===== src/rtl/decode_control_stage.sv =====
// Decode/control stage: registered RV32I(+M) control bundle with valid/ready
// handshake and a fixed busy reservation after each divide handoff.
module decode_control_stage #(
    parameter int ENABLE_M   = 1,
    parameter int DIV_CYCLES = 32
) (
    input  logic        CLK,
    input  logic        RESET,
    input  logic        IN_VALID,
    output logic        IN_READY,
    input  logic [31:0] INSTRUCTION,
    input  logic        FLUSH,
    output logic        OUT_VALID,
    input  logic        OUT_READY,
    output logic [4:0]  ALUOP,
    output logic [2:0]  MUXIMMTYPE_SELECT,
    output logic        MUXPC_SELECT,
    output logic        MUXIMM_SELECT,
    output logic        MUXJAL_SELECT,
    output logic        MUXDATAMEM_SELECT,
    output logic        WRITE_ENABLE,
    output logic        MEM_READ,
    output logic        MEM_WRITE,
    output logic        BRANCH,
    output logic        JUMP,
    output logic [2:0]  FUNCT3_OUT,
    output logic        ILLEGAL,
    output logic        BUSY
);

    localparam logic [4:0] ALU_PASS   = 5'b00000;
    localparam logic [4:0] ALU_ADD    = 5'b00001;
    localparam logic [4:0] ALU_SUB    = 5'b00010;
    localparam logic [4:0] ALU_SLL    = 5'b00011;
    localparam logic [4:0] ALU_SLT    = 5'b00100;
    localparam logic [4:0] ALU_SLTU   = 5'b00101;
    localparam logic [4:0] ALU_XOR    = 5'b00110;
    localparam logic [4:0] ALU_SRL    = 5'b00111;
    localparam logic [4:0] ALU_SRA    = 5'b01000;
    localparam logic [4:0] ALU_OR     = 5'b01001;
    localparam logic [4:0] ALU_AND    = 5'b01010;
    localparam logic [4:0] ALU_MUL    = 5'b01011;
    localparam logic [4:0] ALU_MULH   = 5'b01100;
    localparam logic [4:0] ALU_MULHSU = 5'b01101;
    localparam logic [4:0] ALU_MULHU  = 5'b01110;
    localparam logic [4:0] ALU_DIV    = 5'b01111;
    localparam logic [4:0] ALU_DIVU   = 5'b10000;
    localparam logic [4:0] ALU_REM    = 5'b10001;
    localparam logic [4:0] ALU_REMU   = 5'b10010;

    localparam logic [6:0] OP_R     = 7'b0110011;
    localparam logic [6:0] OP_IMM   = 7'b0010011;
    localparam logic [6:0] OP_LOAD  = 7'b0000011;
    localparam logic [6:0] OP_STORE = 7'b0100011;
    localparam logic [6:0] OP_JALR  = 7'b1100111;
    localparam logic [6:0] OP_AUIPC = 7'b0010111;
    localparam logic [6:0] OP_JAL   = 7'b1101111;
    localparam logic [6:0] OP_LUI   = 7'b0110111;
    localparam logic [6:0] OP_BR    = 7'b1100011;

    localparam logic [7:0] DIV_LOAD = 8'(DIV_CYCLES - 1);
    localparam bit         MEXT     = (ENABLE_M != 0);

    typedef enum logic {RUN, WAIT_DIV} state_t;

    logic [6:0] opc;
    logic [2:0] f3;
    logic [6:0] f7;
    logic       unused_bits;

    assign opc = INSTRUCTION[6:0];
    assign f3  = INSTRUCTION[14:12];
    assign f7  = INSTRUCTION[31:25];
    assign unused_bits = ^{INSTRUCTION[24:15], INSTRUCTION[11:7]};

    // ctl packs {PC, IMM, JAL, DATAMEM, WE, MR, MW, BR, J}
    logic [4:0] dec_alu;
    logic [2:0] dec_imm;
    logic [8:0] dec_ctl;
    logic       dec_ill;
    logic       dec_div;
    logic [4:0] raw_alu;
    logic [2:0] raw_imm;
    logic [8:0] raw_ctl;
    logic       raw_ill;

    always_comb begin
        raw_alu = ALU_PASS;
        raw_imm = 3'b111;
        raw_ctl = 9'b0;
        raw_ill = 1'b0;
        case (opc)
            OP_R: begin
                raw_imm = 3'b111;
                raw_ctl = 9'b0000_10000;
                if (f7 == 7'b0000001) begin
                    if (!MEXT) begin
                        raw_ill = 1'b1;
                    end else begin
                        case (f3)
                            3'b000:  raw_alu = ALU_MUL;
                            3'b001:  raw_alu = ALU_MULH;
                            3'b010:  raw_alu = ALU_MULHSU;
                            3'b011:  raw_alu = ALU_MULHU;
                            3'b100:  raw_alu = ALU_DIV;
                            3'b101:  raw_alu = ALU_DIVU;
                            3'b110:  raw_alu = ALU_REM;
                            default: raw_alu = ALU_REMU;
                        endcase
                    end
                end else if (f7 == 7'b0000000) begin
                    case (f3)
                        3'b000:  raw_alu = ALU_ADD;
                        3'b001:  raw_alu = ALU_SLL;
                        3'b010:  raw_alu = ALU_SLT;
                        3'b011:  raw_alu = ALU_SLTU;
                        3'b100:  raw_alu = ALU_XOR;
                        3'b101:  raw_alu = ALU_SRL;
                        3'b110:  raw_alu = ALU_OR;
                        default: raw_alu = ALU_AND;
                    endcase
                end else if (f7 == 7'b0100000 && f3 == 3'b000) begin
                    raw_alu = ALU_SUB;
                end else if (f7 == 7'b0100000 && f3 == 3'b101) begin
                    raw_alu = ALU_SRA;
                end else begin
                    raw_ill = 1'b1;
                end
            end
            OP_IMM: begin
                raw_imm = 3'b000;
                raw_ctl = 9'b0100_10000;
                case (f3)
                    3'b000: raw_alu = ALU_ADD;
                    3'b010: raw_alu = ALU_SLT;
                    3'b011: raw_alu = ALU_SLTU;
                    3'b100: raw_alu = ALU_XOR;
                    3'b110: raw_alu = ALU_OR;
                    3'b111: raw_alu = ALU_AND;
                    3'b001: begin
                        raw_alu = ALU_SLL;
                        raw_ill = (f7 != 7'b0000000);
                    end
                    default: begin
                        if (f7 == 7'b0000000) begin
                            raw_alu = ALU_SRL;
                        end else if (f7 == 7'b0100000) begin
                            raw_alu = ALU_SRA;
                        end else begin
                            raw_ill = 1'b1;
                        end
                    end
                endcase
            end
            OP_LOAD: begin
                raw_alu = ALU_ADD;
                raw_imm = 3'b000;
                raw_ctl = 9'b0101_11000;
            end
            OP_STORE: begin
                raw_alu = ALU_ADD;
                raw_imm = 3'b001;
                raw_ctl = 9'b0100_00100;
            end
            OP_JALR: begin
                raw_alu = ALU_ADD;
                raw_imm = 3'b000;
                raw_ctl = 9'b0110_10001;
            end
            OP_AUIPC: begin
                raw_alu = ALU_ADD;
                raw_imm = 3'b011;
                raw_ctl = 9'b1100_10000;
            end
            OP_LUI: begin
                raw_alu = ALU_PASS;
                raw_imm = 3'b011;
                raw_ctl = 9'b0100_10000;
            end
            OP_BR: begin
                raw_alu = ALU_SUB;
                raw_imm = 3'b010;
                raw_ctl = 9'b1100_00010;
            end
            OP_JAL: begin
                raw_alu = ALU_ADD;
                raw_imm = 3'b100;
                raw_ctl = 9'b1110_10001;
            end
            default: raw_ill = 1'b1;
        endcase
    end

    // Illegal bundles carry a neutral control word so nothing downstream fires
    always_comb begin
        dec_ill = raw_ill;
        dec_alu = raw_ill ? ALU_PASS : raw_alu;
        dec_imm = raw_ill ? 3'b111 : raw_imm;
        dec_ctl = raw_ill ? 9'b0 : raw_ctl;
        dec_div = !raw_ill && (opc == OP_R) && (f7 == 7'b0000001) && f3[2];
    end

    state_t     state_q;
    logic [7:0] cnt_q;
    logic       ov_q;
    logic       div_q;
    logic       ill_q;
    logic [4:0] alu_q;
    logic [2:0] imm_q;
    logic [8:0] ctl_q;
    logic [2:0] f3_q;
    logic       accept;
    logic       handoff;

    assign IN_READY = (!ov_q || OUT_READY) && (state_q == RUN) && !FLUSH;
    assign accept   = IN_VALID && IN_READY;
    assign handoff  = ov_q && OUT_READY;

    always_ff @(posedge CLK) begin
        if (RESET) begin
            state_q <= RUN;
            cnt_q   <= 8'd0;
            ov_q    <= 1'b0;
            div_q   <= 1'b0;
            ill_q   <= 1'b0;
            alu_q   <= ALU_PASS;
            imm_q   <= 3'b111;
            ctl_q   <= 9'b0;
            f3_q    <= 3'b000;
        end else if (FLUSH) begin
            state_q <= RUN;
            cnt_q   <= 8'd0;
            ov_q    <= 1'b0;
        end else begin
            case (state_q)
                RUN: begin
                    if (handoff && div_q) begin
                        state_q <= WAIT_DIV;
                        cnt_q   <= DIV_LOAD;
                    end
                end
                default: begin
                    if (cnt_q == 8'd0) begin
                        state_q <= RUN;
                    end else begin
                        cnt_q <= cnt_q - 8'd1;
                    end
                end
            endcase
            if (accept) begin
                ov_q  <= 1'b1;
                div_q <= dec_div;
                ill_q <= dec_ill;
                alu_q <= dec_alu;
                imm_q <= dec_imm;
                ctl_q <= dec_ctl;
                f3_q  <= f3;
            end else if (handoff) begin
                ov_q <= 1'b0;
            end
        end
    end

    assign OUT_VALID         = ov_q;
    assign ALUOP             = alu_q;
    assign MUXIMMTYPE_SELECT = imm_q;
    assign MUXPC_SELECT      = ctl_q[8];
    assign MUXIMM_SELECT     = ctl_q[7];
    assign MUXJAL_SELECT     = ctl_q[6];
    assign MUXDATAMEM_SELECT = ctl_q[5];
    assign WRITE_ENABLE      = ctl_q[4];
    assign MEM_READ          = ctl_q[3];
    assign MEM_WRITE         = ctl_q[2];
    assign BRANCH            = ctl_q[1];
    assign JUMP              = ctl_q[0];
    assign FUNCT3_OUT        = f3_q;
    assign ILLEGAL           = ill_q;
    assign BUSY              = (state_q == WAIT_DIV);

endmodule


===== config.mk =====
export PLATFORM = sky130hd
export DESIGN_NAME = decode_control_stage
export DESIGN_NICKNAME = d
export VERILOG_FILES = /design/src/rtl/decode_control_stage.sv
export SDC_FILE = /design/constraint.sdc
export NUM_CORES = 1
export LEC_CHECK = 0
export BUFFER_PORTS_ARGS = -buffer_cell sky130_fd_sc_hd__buf_2
export CAP_MARGIN = 20
export CORE_MARGIN = 4
export CORE_UTILIZATION = 50
export CTS_CLUSTER_SIZE = 40
export DETAILED_ROUTE_END_ITERATION = 6
export HOLD_SLACK_MARGIN = 0.05
export PLACE_DENSITY = 0.79
export RECOVER_POWER = 50
export SYNTH_ARGS = -nofsm -noshare
export SYNTH_HDL_FRONTEND = slang
export SYNTH_SLANG_ARGS = --single-unit

===== constraint.sdc =====
create_clock -name CLK -period 2.8 [get_ports CLK]
set_clock_uncertainty 0.2 [all_clocks]
set_input_delay 0.14 -clock CLK [delete_from_list [all_inputs] [get_ports CLK]]
set_output_delay 0.14 -clock CLK [all_outputs]
set_load 0.05 [all_outputs]

==> impl_metrics.toml, run 1 <==
[placement]
dp_hpwl_um = 3190
gp_congestion = 0.909
dpl_cell_area_mm2 = 0.00201
io_buffers = 45
dp.cells = 304

[worst_setup_path]
cp-startpoint = "INSTRUCTION[6]"
r2r_end = "ALUOP[2]"
critPathLaunchType = "input pin"
timing.rr.start = "BUSY"
crit_fanout = 9
slowest_stage = "dlygate4sd3_1"
critical-path-max-stage-delay_ns = 0.54
worstPathRequired_ns = 2.88
path_class = "in -> reg"
cp_cell_sequence = "dlygate4sd3_1, buf_2, or3_4, or3_4, nor2_1, a31oi_1, nor2_1, dlygate4sd3_1"
crit_path_end_kind = "flip-flop"
r2r_cells = 5
worstPathArrival_ns = 2.64
ff2ff_setup_slack_ns = 0.70

[power]
power_w = 0.000843
power.net_switching_w = 0.000242
irDropWorstVdd_mv = 0.281
swShare_pct = 28.7
p_per_area_mw_per_mm2 = 390
comb_power_share_pct = 16.3
p_int_w = 0.000601
clkPwrFrac_pct = 32.3
p_leak_nw = 0.762
p_seq_share_pct = 51.4

[cts]
cts.clk_slew.worst_paths_ns = 0.09
post_cts.repair.setup_buffers = 0
cts_tree = "built"
cts_buffers = 5
clock_path_buffers = 2
ctsHoldBuffers = 12
clock_sink_count = 30
cts_resized = 0
htree_levels = 2
root_buffer = "clkbuf_4"
clock_latency_ns = 0.32

[grt]
gr-total-overflow = 0
grt_use_total_pct = 21.0
grt_max_degree = 19
grt_pass1_wl_um = 7450
grt_pass1_vias = 1653
antenna_found_initial = 0

[yosys]
ys_warn_count = 0
synth_cell_types = 54
synth_top_area_share_pct = 32.9
async_flop_share_pct = 0
yosys.area.top_type = "dfxtp_1"
ys_top_cells_by_area = "dfxtp_1 33%, nand2_1 4.9%, nor2_1 4.9%"
synthMostInstantiatedCell = "dfxtp_1"
synth-seq-cells = 30
seq_area_frac_synth_pct = 32.9
mappedNetlistArea_mm2 = 0.00182
synth_edf_count = 0
synth_ff_type = "dfxtp_1"
synthCells = 227
syn-num-nets = 265
synth_common_cells = "30 x dfxtp_1, 24 x nand2_1, 24 x nor2_1"
avgSynthCellArea_um2 = 8.03

[timing]
setup_viol_count_final = 0
tns_ns = 0
slew-limit-headroom_pct = 59.7
max_freq_ghz = 0.390
fin_crit_ns = 2.56
worst_slew_pin_slew_ns = 0.608
rsz0062_at_grt = "no"
hold_viol = 0
maxSlewViolCount = 0
fin_crit_sh_pct = 91.5

[route]
final_antenna_net_count = 0
drt_iter0_markers = 184
drt-wirelength-per-cell_um = 13.4
totalWireLength_um = 4360
dr.pass1.iters = 4
drt-vias-per-instance = 5.71
drc = 0
num_vias = 1849

[floorplanning]
core_region_area_mm2 = 0.00342
fp.dieH_um = 68.4
num_rows = 21
die_x_um = 68.4
io_pins = 61
initial_utilization_pct = 53.4
die-area_mm2 = 0.00468

[cells_and_area]
fillers = 336
multi_input_area_mm2 = 0.00110
drive_gt1_share_pct = 15.8
fin_util_pct = 63.3
final_cell_area_mm2 = 0.00216
areaGrowthSynthToFinish_pct = 18.6
regArea_um2 = 601
instances_no_fill = 324
antenna_cells = 0
final_nets = 315

[flow_run]
drv_cap = 0

[worst_hold_path]
min_path_cells = 4
hold_path_end = "ctl_q[1]"
hp-class = "in -> reg"
min-delay-start = "INSTRUCTION[2]"

[outcome]
status = "finished, final reports clean"
==> cells by family after synthesis <==
group / synth area share [%]
DFF: 32.9
xor gates and xnor gates: 3.84
adders and majority gates: 0.686
AOI/OAI and AO/OA: 22.2
and+or+nand+nor: 33.5
buffers and inverters: 6.86
==> power by group through the flow <==
stage / sequential, W / clock [W] / combinational, W
final: 0.000434 / 0.000272 / 0.000137
after detailed placement: 0.000443 / 0 / 0.000126
after global placement: 0.000443 / 0 / 0.000124
after CTS: 0.000434 / 0.000276 / 0.000137
after floorplan: 0.000459 / 0 / 0.0000758
after global routing: 0.000434 / 0.000300 / 0.000152
==> worst max-delay path: cells and delay by family <==
kind | cells | cell delay (ns)
buffers and inverters | 3 | 1.23
and+or+nand+nor | 4 | 1.16
AOI/OAI and AO/OA | 1 | 0.10
==> flip-flops by register name, summed over array words and instances (netlist names) <==
name,count
cnt_q,8
ctl_q,7
ALUOP,5
FUNCT3_OUT,3
MUXIMMTYPE_SELECT,3
BUSY,1
ILLEGAL,1
OUT_VALID,1
div_q,1
==> per-stage QoR <==
step / setup slack, ns / hold slack (ns)
final: 0.238 / 0.114
after global routing: 0.199 / 0.122
after CTS: 0.263 / 0.0813
after detailed placement: 0.587 / 0.247
after global placement: 0.661 / 0.241
after floorplan: 0.573 / 0.126
==> how the worst max path moves through the flow <==
stage                     to  slack, ns  cells past startpoint
global route           div_q       0.20                      8
detailed placement  ctl_q[2]       0.59                      6
CTS                    div_q       0.26                      8
global placement    ctl_q[2]       0.66                      6
finish                 div_q       0.24                      8
floorplan           ALUOP[2]       0.57                      5
==> layout by cell type, fill, tap and decap left out, types with 3 or more instances in the layout <==
cell and count:
nand2b_1 8, a31oi_1 7, dlygate4sd3_1 12, nor3_1 12
nand2_1 24, buf_2 22, nand4_1 3, dfxtp_1 30
clkbuf_1 24, and2_1 3, o21ai_0 9, nor2_1 24
nand3_1 7, nor4_1 3, nor4b_1 3, a211oi_1 4
inv_1 6, a22o_1 5, nor2b_1 3, nand4b_1 3
xor2_1 7, a21oi_1 14, clkbuf_4 5
==> per-layer routing <==
metal / share of wire (%) / vias up / global-route usage (%)
met5: 0 / - / 0
met4: 1.1 / 0 / 8.93
met3: 8.2 / 6 / 6.40
met2: 45 / 81 / 31.6
met1: 46 / 830 / 27.4
li1: - / 932 / -
==> layout make-up <==
class | count | area share [%]
clock buffer | 7 | 2.55
clock inverter | 1 | 0.231
inverter | 6 | 1.04
multi-input combinational | 176 | 50.8
sequential | 30 | 27.8
tap | 46 | 2.66
timing repair buffer | 58 | 15.0
No activity file was read; power rests on OpenSTA's default activity.
==> run 2: changes to the inputs <==
Settings changed: BUFFER_PORTS_ARGS -buffer_cell sky130_fd_sc_hd__buf_2 to -buffer_cell sky130_fd_sc_hd__buf_4, CORE_ASPECT_RATIO set to 0.8.
==> run 2 against run 1 <==
Net effect:
- sequential share of layout area is 1.2 points lower
- wire length rose by 6.5%
- setup slack better by 0.22 ns
- via count rose by 2.3%
- critical path type unchanged
- largest cell class unchanged
- largest power group unchanged
==> impl_metrics.toml, run 2 (synthesis results as in run 1) <==
[grt]
antenna_found_initial = 0
grt_use_total_pct = 21.3
grt_max_degree = 19
grt_pass1_wl_um = 7580
grt_pass1_vias = 1619
gr-total-overflow = 0

[placement]
dp_hpwl_um = 3260
io_buffers = 45
dp.cells = 302
pre_cts_ws_ns = 0.699
gp_congestion = 0.811

[cells_and_area]
final_nets = 316
areaGrowthSynthToFinish_pct = 23.9
regMostFlops = "cnt_q"
drive_gt1_share_pct = 16.1
instances_no_fill = 321
fillers = 344
largest_register_ffs = 8
most-common-layout-cells = "30 x dfxtp_1, 25 x clkbuf_1, 24 x nor2_1, 24 x nand2_1, 23 x buf_4"
antenna_cells = 0
mostFrequentLayoutCell = "dfxtp_1"

[worst_setup_path]
r2r_end = "FUNCT3_OUT[1]"
worstPathRequired_ns = 2.78
timing.rr.start = "BUSY"
crit_fanout = 9
critPathLaunchType = "input pin"
worstPathArrival_ns = 2.33
ff2ff_setup_slack_ns = 0.66
path_class = "in -> reg"
crit_path_end_kind = "flip-flop"
r2r_cells = 6

[power]
irDropWorstVdd_mv = 0.348
p_leak_nw = 0.805
p_per_area_mw_per_mm2 = 448
power_w = 0.00101

[worst_hold_path]
hold_path_end = "MUXIMMTYPE_SELECT[2]"
min-delay-start = "INSTRUCTION[4]"
hp-class = "in -> reg"
min_path_cells = 3

[floorplanning]
initial_utilization_pct = 52.5
die_x_um = 75.5
num_rows = 19
io_pins = 61
fp.dieH_um = 62.0
die-area_mm2 = 0.00468
core_region_area_mm2 = 0.00347

[cts]
cts_resized = 0
cts_buffers = 5
clock_path_buffers = 2
root_buffer = "clkbuf_8"
cts.clk_slew.worst_paths_ns = 0.06
clock_latency_ns = 0.29
htree_levels = 2
cts_tree = "built"
clock_sink_count = 30

[route]
final_antenna_net_count = 0
drt-vias-per-instance = 5.89
drc = 0
drt_iter0_markers = 141
num_vias = 1892
totalWireLength_um = 4640
drt-wirelength-per-cell_um = 14.5
dr.pass1.iters = 4

[timing]
maxSlewViolCount = 0
rsz0062_at_grt = "no"
hold_viol = 0
max_freq_ghz = 0.426
tns_ns = 0
fin_crit_sh_pct = 83.8
fin_crit_ns = 2.35
setup_viol_count_final = 0
slew-limit-headroom_pct = 56.4
fin_ws_ns = 0.454
worst_slew_pin_slew_ns = 0.651

[flow_run]
drv_cap = 0

[outcome]
status = "finished, final reports clean"
## run 2: changes by cell type in the layout (fill, tap and decap cells not counted), sizes merged
| cell | delta |
|---|---|
| dlygate4sd3 | -1 |
| bufinv | +1 |
| clkinv | +1 |
## run 2: routing by layer
| metal | up-vias | global-route usage [%] | share of wire (%) |
|---|---|---|---|
| met4 | 0 | 6.23 | 0.75 |
| met3 | 4 | 6.75 | 6.6 |
| met1 | 895 | 29.0 | 47 |
| li1 | 933 | - | - |
| met2 | 60 | 32.6 | 46 |
| met5 | - | 0 | 0 |
## run 2: worst max-delay path by stage
stage | cells after the start | endpoint | start | slack [ns]
finish | 7 | ctl_q[2] | INSTRUCTION[6] | 0.45
global route | 8 | FUNCT3_OUT[1] | OUT_READY | 0.29
CTS | 7 | ctl_q[2] | INSTRUCTION[6] | 0.46
detailed placement | 5 | ALUOP[2] | BUSY | 0.70
global placement | 6 | ctl_q[2] | INSTRUCTION[6] | 0.72
floorplan | 5 | ALUOP[2] | BUSY | 0.57
## run 2: worst max-delay path: stages
cell and delay [ns]:
dlygate4sd3_1 0.54, buf_4 0.16, or3_4 0.42, or3_4 0.47
a31oi_4 0.23, nor4b_4 0.11, a32o_1 0.25
## run 2: where the power goes
| group | switching [W] | total (W) | internal, W |
|---|---|---|---|
| sequential | 0.00000263 | 0.000434 | 0.000431 |
| combinational | 0.0000901 | 0.000146 | 0.0000562 |
| clock | 0.000169 | 0.000431 | 0.000261 |
## run 2: metrics by stage
step | area, um^2 | utilization (%) | hold WS [ns]
finish | 2260 | 65.1 | 0.0650
global placement | 2130 | 61.5 | 0.216
detailed placement | 2130 | 61.5 | 0.220
floorplan | 1820 | - | 0.126
global route | 2260 | 65.1 | 0.115
CTS | 2350 | 67.8 | 0.0528
## run 2: timing repair
action                    in CTS  in global routing
hold endpoints to repair      19                  0
hold buffers                  11                  0
setup buffers                  0                  0
## run 2: layout make-up
cell class	instances	area, um^2	area share, %
clock buffer	5	68.8	3.05
clock inverter	3	40.0	1.77
inverter	6	22.5	0.997
multi-input combinational	176	1100	48.6
sequential	30	601	26.6
tap	42	52.6	2.33
timing repair buffer	59	377	16.7
